[config.mk]
export PLATFORM = sky130hd
export DESIGN_NAME = ex_div_unit
export DESIGN_NICKNAME = d
export VERILOG_FILES = /design/src/rtl/ex_div_unit_pkg.sv /design/src/rtl/ex_div_unit_div_step.sv /design/src/rtl/ex_div_unit.sv
export SDC_FILE = /design/constraint.sdc
export NUM_CORES = 1
export LEC_CHECK = 0
export CORE_UTILIZATION = 55
export DETAILED_ROUTE_END_ITERATION = 10
export PLACE_DENSITY_LB_ADDON = 0.2
export SYNTH_ARGS = -nofsm -noshare
export SYNTH_HDL_FRONTEND = slang
export SYNTH_SLANG_ARGS = --single-unit
[constraint.sdc]
create_clock -name clk -period 6.8 [get_ports clk]
set_input_delay 0.68 -clock clk [delete_from_list [all_inputs] [get_ports clk]]
set_output_delay 0.68 -clock clk [all_outputs]
set_load 0.01 [all_outputs]
[src/rtl/ex_div_unit_pkg.sv]
// ex_div_unit_pkg: shared EX-stage defines for the stall bus and the iterative divider
package ex_div_unit_pkg;

    localparam int STALL_W    = 6;
    localparam int DIV_CYCLES = 32;

    typedef enum logic [1:0] {
        DIV_IDLE = 2'd0,
        DIV_BUSY = 2'd1,
        DIV_DONE = 2'd2
    } div_state_e;

endpackage

[src/rtl/ex_div_unit_div_step.sv]
// ex_div_unit_div_step: one restoring-division iteration (shift, trial subtract, select)
module ex_div_unit_div_step #(
    parameter int W = 32
) (
    input  logic [W-1:0] rem_i,
    input  logic [W-1:0] quo_i,
    input  logic [W-1:0] dvsr_i,
    output logic [W-1:0] rem_o,
    output logic [W-1:0] quo_o
);

    logic [W:0] shifted;
    logic [W:0] diff;
    logic       keep;

    // A set shifted[W] already exceeds any W-bit divisor, so the difference is non-negative.
    always_comb begin
        shifted = {rem_i, quo_i[W-1]};
        diff    = shifted - {1'b0, dvsr_i};
        keep    = shifted[W] | ~diff[W];
        rem_o   = keep ? diff[W-1:0] : shifted[W-1:0];
        quo_o   = {quo_i[W-2:0], keep};
    end

endmodule

[src/rtl/ex_div_unit.sv]
// ex_div_unit: iterative signed/unsigned divider that stalls EX until HI/LO are ready
module ex_div_unit
    import ex_div_unit_pkg::*;
#(
    parameter int DIV_WIDTH = DIV_CYCLES
) (
    input  logic                 clk,
    input  logic                 resetn,
    input  logic                 div_start,
    input  logic                 div_signed,
    input  logic [DIV_WIDTH-1:0] dividend,
    input  logic [DIV_WIDTH-1:0] divisor,
    input  logic                 div_cancel,
    output logic                 stall_for_ex,
    output logic                 div_done,
    output logic [DIV_WIDTH-1:0] quotient,
    output logic [DIV_WIDTH-1:0] remainder
);

    localparam int CW = $clog2(DIV_WIDTH);

    div_state_e           state_q, state_d;
    logic [CW-1:0]        count_q, count_d;
    logic [DIV_WIDTH-1:0] rem_q, rem_d;
    logic [DIV_WIDTH-1:0] quo_q, quo_d;
    logic [DIV_WIDTH-1:0] dvsr_q, dvsr_d;
    logic [DIV_WIDTH-1:0] quotient_q, quotient_d;
    logic [DIV_WIDTH-1:0] remainder_q, remainder_d;
    logic [DIV_WIDTH-1:0] step_rem, step_quo;
    logic                 qneg_q, qneg_d;
    logic                 rneg_q, rneg_d;
    logic                 zero_q, zero_d;
    logic                 a_neg, b_neg;

    ex_div_unit_div_step #(.W(DIV_WIDTH)) u_div_step (
        .rem_i  (rem_q),
        .quo_i  (quo_q),
        .dvsr_i (dvsr_q),
        .rem_o  (step_rem),
        .quo_o  (step_quo)
    );

    assign a_neg        = div_signed & dividend[DIV_WIDTH-1];
    assign b_neg        = div_signed & divisor[DIV_WIDTH-1];
    assign stall_for_ex = div_start && (state_q == DIV_IDLE || state_q == DIV_BUSY) && !div_cancel;
    assign div_done     = (state_q == DIV_DONE) && !div_cancel;
    assign quotient     = quotient_q;
    assign remainder    = remainder_q;

    always_comb begin
        state_d     = state_q;
        count_d     = count_q;
        rem_d       = rem_q;
        quo_d       = quo_q;
        dvsr_d      = dvsr_q;
        qneg_d      = qneg_q;
        rneg_d      = rneg_q;
        zero_d      = zero_q;
        quotient_d  = quotient_q;
        remainder_d = remainder_q;
        if (div_cancel) begin
            state_d = DIV_IDLE;
        end else begin
            case (state_q)
                DIV_IDLE: if (div_start) begin
                    state_d = DIV_BUSY;
                    quo_d   = a_neg ? -dividend : dividend;
                    dvsr_d  = b_neg ? -divisor : divisor;
                    rem_d   = '0;
                    qneg_d  = a_neg ^ b_neg;
                    rneg_d  = a_neg;
                    zero_d  = (divisor == '0);
                    count_d = CW'(DIV_WIDTH - 1);
                end
                DIV_BUSY: begin
                    rem_d   = step_rem;
                    quo_d   = step_quo;
                    count_d = count_q - 1'b1;
                    // Results are registered on the last step so they are already valid in DONE.
                    if (count_q == '0) begin
                        state_d     = DIV_DONE;
                        count_d     = '0;
                        quotient_d  = zero_q ? '1 : (qneg_q ? -step_quo : step_quo);
                        remainder_d = rneg_q ? -step_rem : step_rem;
                    end
                end
                DIV_DONE: state_d = DIV_IDLE;
                default:  state_d = DIV_IDLE;
            endcase
        end
    end

    always_ff @(posedge clk or negedge resetn) begin
        if (!resetn) begin
            state_q     <= DIV_IDLE;
            count_q     <= '0;
            rem_q       <= '0;
            quo_q       <= '0;
            dvsr_q      <= '0;
            qneg_q      <= 1'b0;
            rneg_q      <= 1'b0;
            zero_q      <= 1'b0;
            quotient_q  <= '0;
            remainder_q <= '0;
        end else begin
            state_q     <= state_d;
            count_q     <= count_d;
            rem_q       <= rem_d;
            quo_q       <= quo_d;
            dvsr_q      <= dvsr_d;
            qneg_q      <= qneg_d;
            rneg_q      <= rneg_d;
            zero_q      <= zero_d;
            quotient_q  <= quotient_d;
            remainder_q <= remainder_d;
        end
    end

endmodule

==> results of run 1 <==
-- stage by stage --
| stage | area, um2 | utilization (%) |
|---|---|---|
| global placement | 13300 | 63.26 |
| detailed placement | 13300 | 63.26 |
| floorplan | 11820 | - |
| global route | 13910 | 66.19 |
| finish | 13910 | 66.19 |
| CTS | 13910 | 66.19 |
-- logic make-up (layout without fill, tap and decap cells) --
group	count (synthesis)	in the layout
XOR/XNOR	133	133
adder cells (fa/ha/maj)	38	38
multiplexers	20	20
buffers and inverters	130	229
AO/OA/AOI/OAI	472	472
flip-flops	170	170
AND/OR/NAND/NOR	521	521
-- worst max-delay path, cell delays in order, from the launching register on --
cell	delay, ns
dfrtp_1	0.40
inv_1	0.07
ha_1	0.22
fa_1	0.42
nor2b_1	0.23
o31ai_2	0.15
a311o_1	0.44
a211o_1	0.37
nand2_4	0.55
nand2_1	0.10
o21ai_0	0.18
ha_1	0.28
nand2_1	0.11
nor3_1	0.26
nand2_1	0.08
nor3_1	0.13
a41oi_1	0.11
nor3b_1	0.43
nand3_1	0.15
o31ai_1	0.30
xnor2_1	0.15
o21ai_0	0.08
-- cells in the mapped netlist, types with 5 or more instances --
cell type	n	area, um2
o21ai_0	189	945.9
clkbuf_1	67	251.5
buf_2	5	25.02
o21ai_1	5	25.02
a21boi_0	5	37.54
o211ai_1	5	37.54
nand3_1	23	115.1
nand4_1	14	87.58
o31ai_1	36	270.3
mux2i_1	19	190.2
nor2_1	137	514.2
nor3b_1	8	60.06
ha_1	37	462.9
nor3_1	27	135.1
and3_1	5	31.28
a211o_1	5	43.79
xnor2_1	64	560.5
nor4_1	8	50.05
o21a_1	5	37.54
xor2_1	69	604.3
dfrtp_1	170	4254
a211oi_1	11	82.58
a21oi_1	129	645.6
nand2b_1	16	100.1
nand2_1	221	829.6
inv_1	53	198.9
and2_1	9	56.30
or3_1	16	100.1
or2_2	5	31.28
or4_1	14	105.1
a31oi_1	10	62.56
o41ai_1	16	140.1
a21o_1	8	60.06
-- flip-flops by register name, indices dropped and copies added, names as in the netlist --
register,count
count_q,5
dvsr_q,32
qneg_q,1
quo_q,32
quotient,32
rem_q,32
remainder,32
rneg_q,1
state_q,2
zero_q,1
-- layout make-up --
| class | instances | area [um2] | area share, % |
|---|---|---|---|
| flip-flops and latches | 170 | 4254 | 30.57 |
| clock buffers | 17 | 425.4 | 3.057 |
| repair buffers | 143 | 1410 | 10.13 |
| well taps | 275 | 344.1 | 2.473 |
| inverters | 54 | 205.2 | 1.475 |
| multi-input cells | 1184 | 7084 | 50.91 |
| clock inverters | 15 | 191.4 | 1.376 |
-- worst max path at each step --
stage / from / end / slack, ns
finish: quo_q[31]$_DFFE_PN0P_ / remainder[26]$_DFFE_PN0P_ / 1.40
global route: quo_q[31]$_DFFE_PN0P_ / remainder[26]$_DFFE_PN0P_ / 1.01
CTS: quo_q[31]$_DFFE_PN0P_ / remainder[26]$_DFFE_PN0P_ / 1.49
detailed placement: quo_q[31]$_DFFE_PN0P_ / remainder[30]$_DFFE_PN0P_ / 1.54
global placement: quo_q[31]$_DFFE_PN0P_ / remainder[30]$_DFFE_PN0P_ / 1.68
floorplan: quo_q[31]$_DFFE_PN0P_ / remainder[30]$_DFFE_PN0P_ / 1.69
-- placed cells by master, fill, tap and decap left out, types with 6 or more instances in the layout --
master	netlist	final
ha_1	37	37
clkdlybuf4s50_1	0	133
a21oi_1	129	129
nand2_1	221	220
nand2b_1	16	16
nor4_1	8	8
or3_1	16	16
o41ai_1	16	16
or4_1	14	14
a21o_1	8	8
xnor2_1	64	64
and2_1	9	9
nand3_1	23	23
nor3_1	27	27
dfrtp_1	170	170
xor2_1	69	69
inv_1	53	53
clkinv_8	0	6
o21ai_0	189	189
mux2i_1	19	19
clkbuf_16	0	17
nor3b_1	8	8
o31ai_1	36	36
a31oi_1	10	10
a211oi_1	11	11
nor2_1	137	136
buf_4	0	9
nand4_1	14	14
-- power breakdown --
group          internal [mW]  switching, mW  total (mW)  leakage [nW]
registers               1.11          0.135        1.24          2.25
clock network          0.503          0.501        1.00         0.298
logic                  0.431          0.717        1.15          3.36
-- per-layer routing --
metal	vias up	track usage, %
met4	0	8.454
met5	-	0.4545
met1	5337	49.17
li1	5437	-
met3	36	5.000
met2	419	45.91
==> impl_summary.md, run 1 <==
Setup path
The largest fanout on the critical path is between 50 and 60. The worst flop-to-flop path startpoint is quo_q[31]$_DFFE_PN0P_. The path depth of the worst reg2reg path is 21. The minimum setup slack among reg-to-reg paths is about 1.4 ns.

At the worst endpoint, the arrival time is roughly 5.7 ns. In this run the critical register-to-register path is captured at remainder[26]$_DFFE_PN0P_. At the worst endpoint, the required time is just over 7 ns. The worst setup path is of the register to register kind. The worst setup path is captured at a register. The worst setup path is launched from a register.

Logic synthesis
Multiplexer cells account for 1.705% of the synthesized area. The number of enable flip-flop cells after synthesis is 0. The simple-gate portion of the synthesized area is 20.11%.

The adder-cell share of the synthesized area is about 4%. After synthesis, the largest family of logic cells by area is compound AO/OA/AOI/OAI gates. The sequential area share after synthesis is a little over a third. In this run, distinct cell masters in the synthesized netlist total 73. The Yosys step of the flow raised 0 warnings. The post-synthesis cell area is around 12,000 um2. For this run, the leading register cell type out of synthesis is dfrtp_1. In this run the mean area of a mapped cell was between 7 and 8 um2. The share of the synthesized netlist area taken by xor and xnor gates is 9.857%. The share of the synthesized area in compound gates (AO/OA/AOI/OAI) is between 20% and 30%. Synthesis inferred 170 register bits.

The net count after synthesis is ~1.6k. The gate count after technology mapping is 1,484. The share of flip-flops with an asynchronous set or reset is 100.0%.

Detailed routing
The detailed-router iteration count before antenna repair is 5. The via total after detailed routing is roughly 11k. After detailed routing, the met2 layer carries 14,370 um of wire. The sum of routed wire segments on met1 is about 16,000 um.

The detailed-routed wire length on met3 is 2713 um. The via-per-instance ratio is between 6 and 7. The antenna violation net count after detailed routing is 0. The number of design rule violations left after detail routing is 0. The highest metal layer carrying signal wires in the routed design is met4.

The detailed router finished its first iteration with ~1.0k violations. Wires add up to 33,920 um. Dividing the detail-routed wire length by the instance count gives approximately 18 um.

GRT
The maximum number of pins on one net before global-route repair is 116. Summed over all layers, the global routing overflow is 0. Global routing used 31.90% of the available tracks. The first global-routing pass estimated about 54,000 um of wire. The via count of the first global-routing pass came to between 10k and 15k. The number of antenna violations at the first check in global routing is 0.

Power and ir drop
The cell leakage power is approximately 5.9 nW. The power consumption is about 3.4 mW. Across the VDD grid, the largest voltage drop is about 0.00017 V.

In this run the power density over the cells is ~240 nW/um2.

Die
The die span in y is around 150 um. The die covers about 22,000 um2. The placeable core region is between 20,000 and 25,000 um2. Measured along the x axis, the die boundary spans ~150 um.

The initial standard-cell utilization of the core is between 50% and 60%. The number of top-level design ports is between 100 and 150. The floorplan has 53 rows.

Finish
The synthesis-to-finish area growth is 17.74%. The post-route netlist has 4.043% of its cells at a drive strength greater than 1. The count of nets after finishing is between 1.5k and 2k. The fill cell total of the finished layout is ~1.8k. Leaving out filler cells and counting taps, the final layout contains 1,858. The total inserted antenna cells is 0.

STA
For the pin with the worst max-slew slack, the measured transition is ~1.1 ns. Final hold analysis gives a worst-case slack of 0.4112 ns. Setup slack on the critical path of the routed design comes to 1.397 ns.

The tightest slew margin relative to the limit is between 20 and 30%. The aggregate negative setup slack is 0 ns. The worst setup skew after layout is ~0.014 ns. The final max-slew violation count was 0. The highest clock frequency the design can meet is between 150 and 200 MHz.

The portion of the clock cycle consumed by the worst path in the final layout is slightly below 80%. The total count of hold-check failures in the final report is 0. Setup repair after global routing left no endpoint under its margin. The minimum clock period after layout is 5.403 ns. Setup violations remaining at the end of the flow were counted as 0.

Clock network
Post-CTS timing repair inserted 0 buffers for setup. The clock root buffer master is clkbuf_16. TritonCTS built the clock tree. The number of CTS-inserted buffers is 17. The number of buffers on the longest clock path is 2.

After clock tree synthesis, the repair step resized 0 gates. The number of H-tree branching levels is 4. The clock-pin slew reported for the worst setup and hold paths after clock tree synthesis is approximately 0.080 ns. The count of clock tree sinks is between 150 and 200. The number of hold buffers added after cts is 0. The later pin in the worst-skew pair is clocked with a latency of roughly 0.44 ns.

Place
Detailed placement ended at an HPWL of about 26,000 um. The placer congestion estimate is roughly 0.91. The number of placed instances, taps included, is between 1.5k and 2k. Prior to clock tree synthesis, the placed netlist has a worst setup slack of 1.545 ns. The count of port buffers added during placement is about 130.

Status
The flow ran to the end, and the final reports show no timing, DRC or antenna violations.

Run
The max-capacitance violation count is 0.

Min path
The type of the worst min-delay path is input port to asynchronous set/reset pin.
No activity file was read; power rests on OpenSTA's default activity.
==> run 2: changes to the inputs <==
--- a/config.mk
+++ b/config.mk
@@ -5,7 +5,7 @@
 export SDC_FILE = /design/constraint.sdc
 export NUM_CORES = 1
 export LEC_CHECK = 0
-export CORE_UTILIZATION = 55
+export CORE_UTILIZATION = 52
 export DETAILED_ROUTE_END_ITERATION = 10
 export PLACE_DENSITY_LB_ADDON = 0.2
 export SYNTH_ARGS = -nofsm -noshare
==> constraint.sdc (replaced) <==
create_clock -name clk -period 4.7 [get_ports clk]
set_input_delay 0.47 -clock clk [delete_from_list [all_inputs] [get_ports clk]]
set_output_delay 0.47 -clock clk [all_outputs]
set_load 0.01 [all_outputs]
==> impl_summary.md, run 2 (same netlist as run 1, synthesis figures left out) <==
Setup path
The kind of end point of the critical path is a register. The worst flop-to-flop path startpoint is rem_q[4]$_DFFE_PN0P_. The most critical setup path has its endpoint at remainder[31]$_DFFE_PN0P_.

The launch point of the worst path is rem_q[4]$_DFFE_PN0P_. The required time at the endpoint of the critical path is 5.01 ns (-2.08 ns). The path depth of the worst reg2reg path is 12 (-43%).

The capture instance of the worst register-to-register path is remainder[31]$_DFFE_PN0P_. The endpoint arrival time on the critical path is 4.79 ns (-0.90 ns). The minimum setup slack among reg-to-reg paths was 0.22 ns (-1.18 ns).

The largest fanout on the critical path is 8 (-85%). The worst setup path is launched from a register. The critical path in this run is classified as register to register.

Detailed routing
The total wirelength of the detailed-routed design is 34,560 um (+1.9%). The detailed-router iteration count before antenna repair was 10 (+5). The detail-routed net length per standard cell was 18.33 um (+0.42%).

The number of design rule violations left after detail routing is 7 (+7). The via-per-instance ratio was 6.012 (-0.53%). The antenna violation net count after detailed routing was 0 (unchanged). The via total after detailed routing was 11.33k (+0.92%). The number of DRC markers in iteration 0 is 877 (-16%).

STA
The minimum clock period after layout is 4.484 ns (-0.9184 ns). The portion of the clock cycle consumed by the worst path in the final layout is 95.41% (+16 points). The total count of hold-check failures in the final report is 0 (unchanged). The worst slack on hold paths was 0.1300 ns (-0.2812 ns).

Setup repair after global routing left no endpoint under its margin. The final max-slew violation count is 0 (unchanged). The highest clock frequency the design can meet is 223.0 MHz (+20%). The aggregate negative setup slack came to 0 ns (unchanged). The tightest slew margin relative to the limit is 28.77% (-0.53 points).

The number of setup violations in the final report came to 0 (unchanged). The slew at the pin closest to its max-slew limit was 1.068 ns (+0.008018 ns). The worst setup skew after layout is 0.01540 ns (+0.001351 ns).

GRT
The remaining global-route overflow is 0 (unchanged). The global-route wire length before repair came to 54,840 um (+0.70%). The total track usage is 29.73% (-2.2 points). The maximum number of pins on one net before global-route repair is 100 (-14%).

The via count of the first global-routing pass is 10.18k (+0.40%). The number of antenna violations at the first check in global routing was 0 (unchanged).

Finish
The fill cell total of the finished layout was 1,898 (+4.3%). From synthesis to final layout, the design area changed by 19.67%. The post-route non-filler standard cell count is 1,885 (+1.5%). The fraction of final layout cells with drive strength greater than 1 is 5.981% (+1.9 points). The library cell used most frequently in the layout, excluding fill and tap cells, is nand2_1. The top cell types in the final layout, fill and taps aside, are nand2_1, o21ai_0, dfrtp_1. The total inserted antenna cells came to 0 (unchanged).

The count of nets after finishing is 1,699 (+1.3%).

Place
The post-detailed-placement half-perimeter wirelength is 26,170 um (+1.8%). The placer congestion estimate is 0.9204 (+1.7%). The placed cell count is 1,851 (+1.4%). The count of port buffers added during placement was 134 (unchanged).

Clock network
The source-to-sink clock delay at the later pin of the worst-skew pair is 0.44 ns (about the same). The clock-pin slew reported for the worst setup and hold paths after clock tree synthesis is 0.07 ns (about the same). The count of clock tree sinks came to 170 (unchanged).

The number of H-tree branching levels came to 4 (unchanged). The number of buffers on the longest clock path is 2 (unchanged). In this run the clock root is driven by a clkbuf_16. The TritonCTS clock tree is yes. The number of CTS-inserted buffers was 17 (unchanged).

Power and ir drop
The switching power summed over all nets is 1.942 mW (+43%). The largest vdd supply drop is 0.0002471 V (+44%). The power per cell area is 354.7 nW/um2 (+45%). The power share of the combinational group was 33.8% (about the same).

The internal power of the cells is 3.075 mW (+51%). The power share of the clock group was 30.2% (+0.6 points). The switching power as a share of total power was 38.70% (-1.1 points). The cell leakage power is 6.013 nW (+1.9%).

The part of the power in registers is 36.0% (-0.6 points).

Die
The number of top-level design ports is 135 (unchanged). The initial standard-cell utilization of the core was 53.65% (-2.6 points). The overall die area is 23,330 um2 (+5.7%). The number of cell rows is 54 (+1.9%). The placeable core region was 22,030 um2 (+4.8%).

The horizontal die dimension is 152.8 um (+2.8%). The die span in y was 152.8 um (+2.8%).

Status
The checks that failed: DRC. The flow ran to the end, but the final reports show violations.

Min path
In this run the worst hold path is classified as input port to asynchronous set/reset pin.

Run
The max-capacitance violation count is 0 (unchanged).
## run 2: cell count changes in the layout (fill, tap and decap cells not counted), moves of 2 or more
cell | before | now
inv_6 | 3 | 5
ha_1 | 37 | 32
bufinv_16 | 0 | 2
clkinv_8 | 6 | 3
ha_2 | 0 | 4
buf_4 | 9 | 31
## run 2: worst min-delay path by stage
stage | from | to | slack [ns]
3_3_place_gp | quotient[29]$_DFFE_PN0P_ | quotient[29]$_DFFE_PN0P_ | 0.45
4_1_cts | resetn | remainder[11]$_DFFE_PN0P_ | 0.19
6_report | resetn | rem_q[24]$_DFFE_PN0P_ | 0.13
5_1_grt | resetn | rem_q[23]$_DFFE_PN0P_ | 0.24
2_1_floorplan | resetn | count_q[0]$_DFFE_PN0P_ | 0.17
3_5_place_dp | quotient[29]$_DFFE_PN0P_ | quotient[29]$_DFFE_PN0P_ | 0.46
## run 2: per-layer routing
metal | vias to the layer above | global-route usage [%] | part of all wire (%)
met2 | 457 | 43.38 | 43
met4 | 0 | 8.321 | 1.8
met5 | - | 0 | 0
met1 | 5329 | 45.18 | 48
li1 | 5496 | - | -
met3 | 50 | 4.778 | 7.9
## run 2: what timing repair did
item	in CTS	in global routing
endpoints found under the setup margin	0	12
endpoints found under the hold margin	0	0
hold buffers	0	0
resized for setup	0	11
setup buffers	0	2
## run 2: stage by stage
step	cell area, um2	total power, mW	worst slack, ns	utilization [%]
after CTS	14090	4.980	0.1253	63.96
after floorplan	11850	2.925	0.01770	-
after global routing	14140	5.275	0.0007985	64.21
final	14140	5.017	0.2159	64.21
after global placement	13460	3.438	0.2420	61.12
after detailed placement	13460	3.467	0.1389	61.12
## run 2: layout make-up
cell class                 count  area [um2]  area share [%]
tap                          280       350.3           2.477
clock inverter                15       200.2           1.416
timing repair buffer         165        1575           11.14
sequential                   170        4254           30.08
multi-input combinational   1184        7132           50.43
clock buffer                  17       425.4           3.008
inverter                      54       205.2           1.451
## run 2: worst max-delay path, cell delays in order (launching register included)
cell and delay, ns:
dfrtp_1 0.45, ha_1 0.47, nand3_1 0.16, a211oi_1 0.52
o21ai_0 0.39, a2111oi_0 0.68, o21ai_0 0.23, a21oi_1 0.29
o31a_1 0.27, nand4_1 0.20, o41ai_1 0.46, xor2_1 0.18
o21ai_1 0.07
## run 2: power groups by stage
stage	Sequential, mW	Combinational [mW]	Clock [mW]
after floorplan	1.74	1.19	0
after global placement	1.81	1.62	0
after detailed placement	1.83	1.64	0
after CTS	1.80	1.65	1.53
after global routing	1.82	1.87	1.58
final	1.81	1.70	1.52
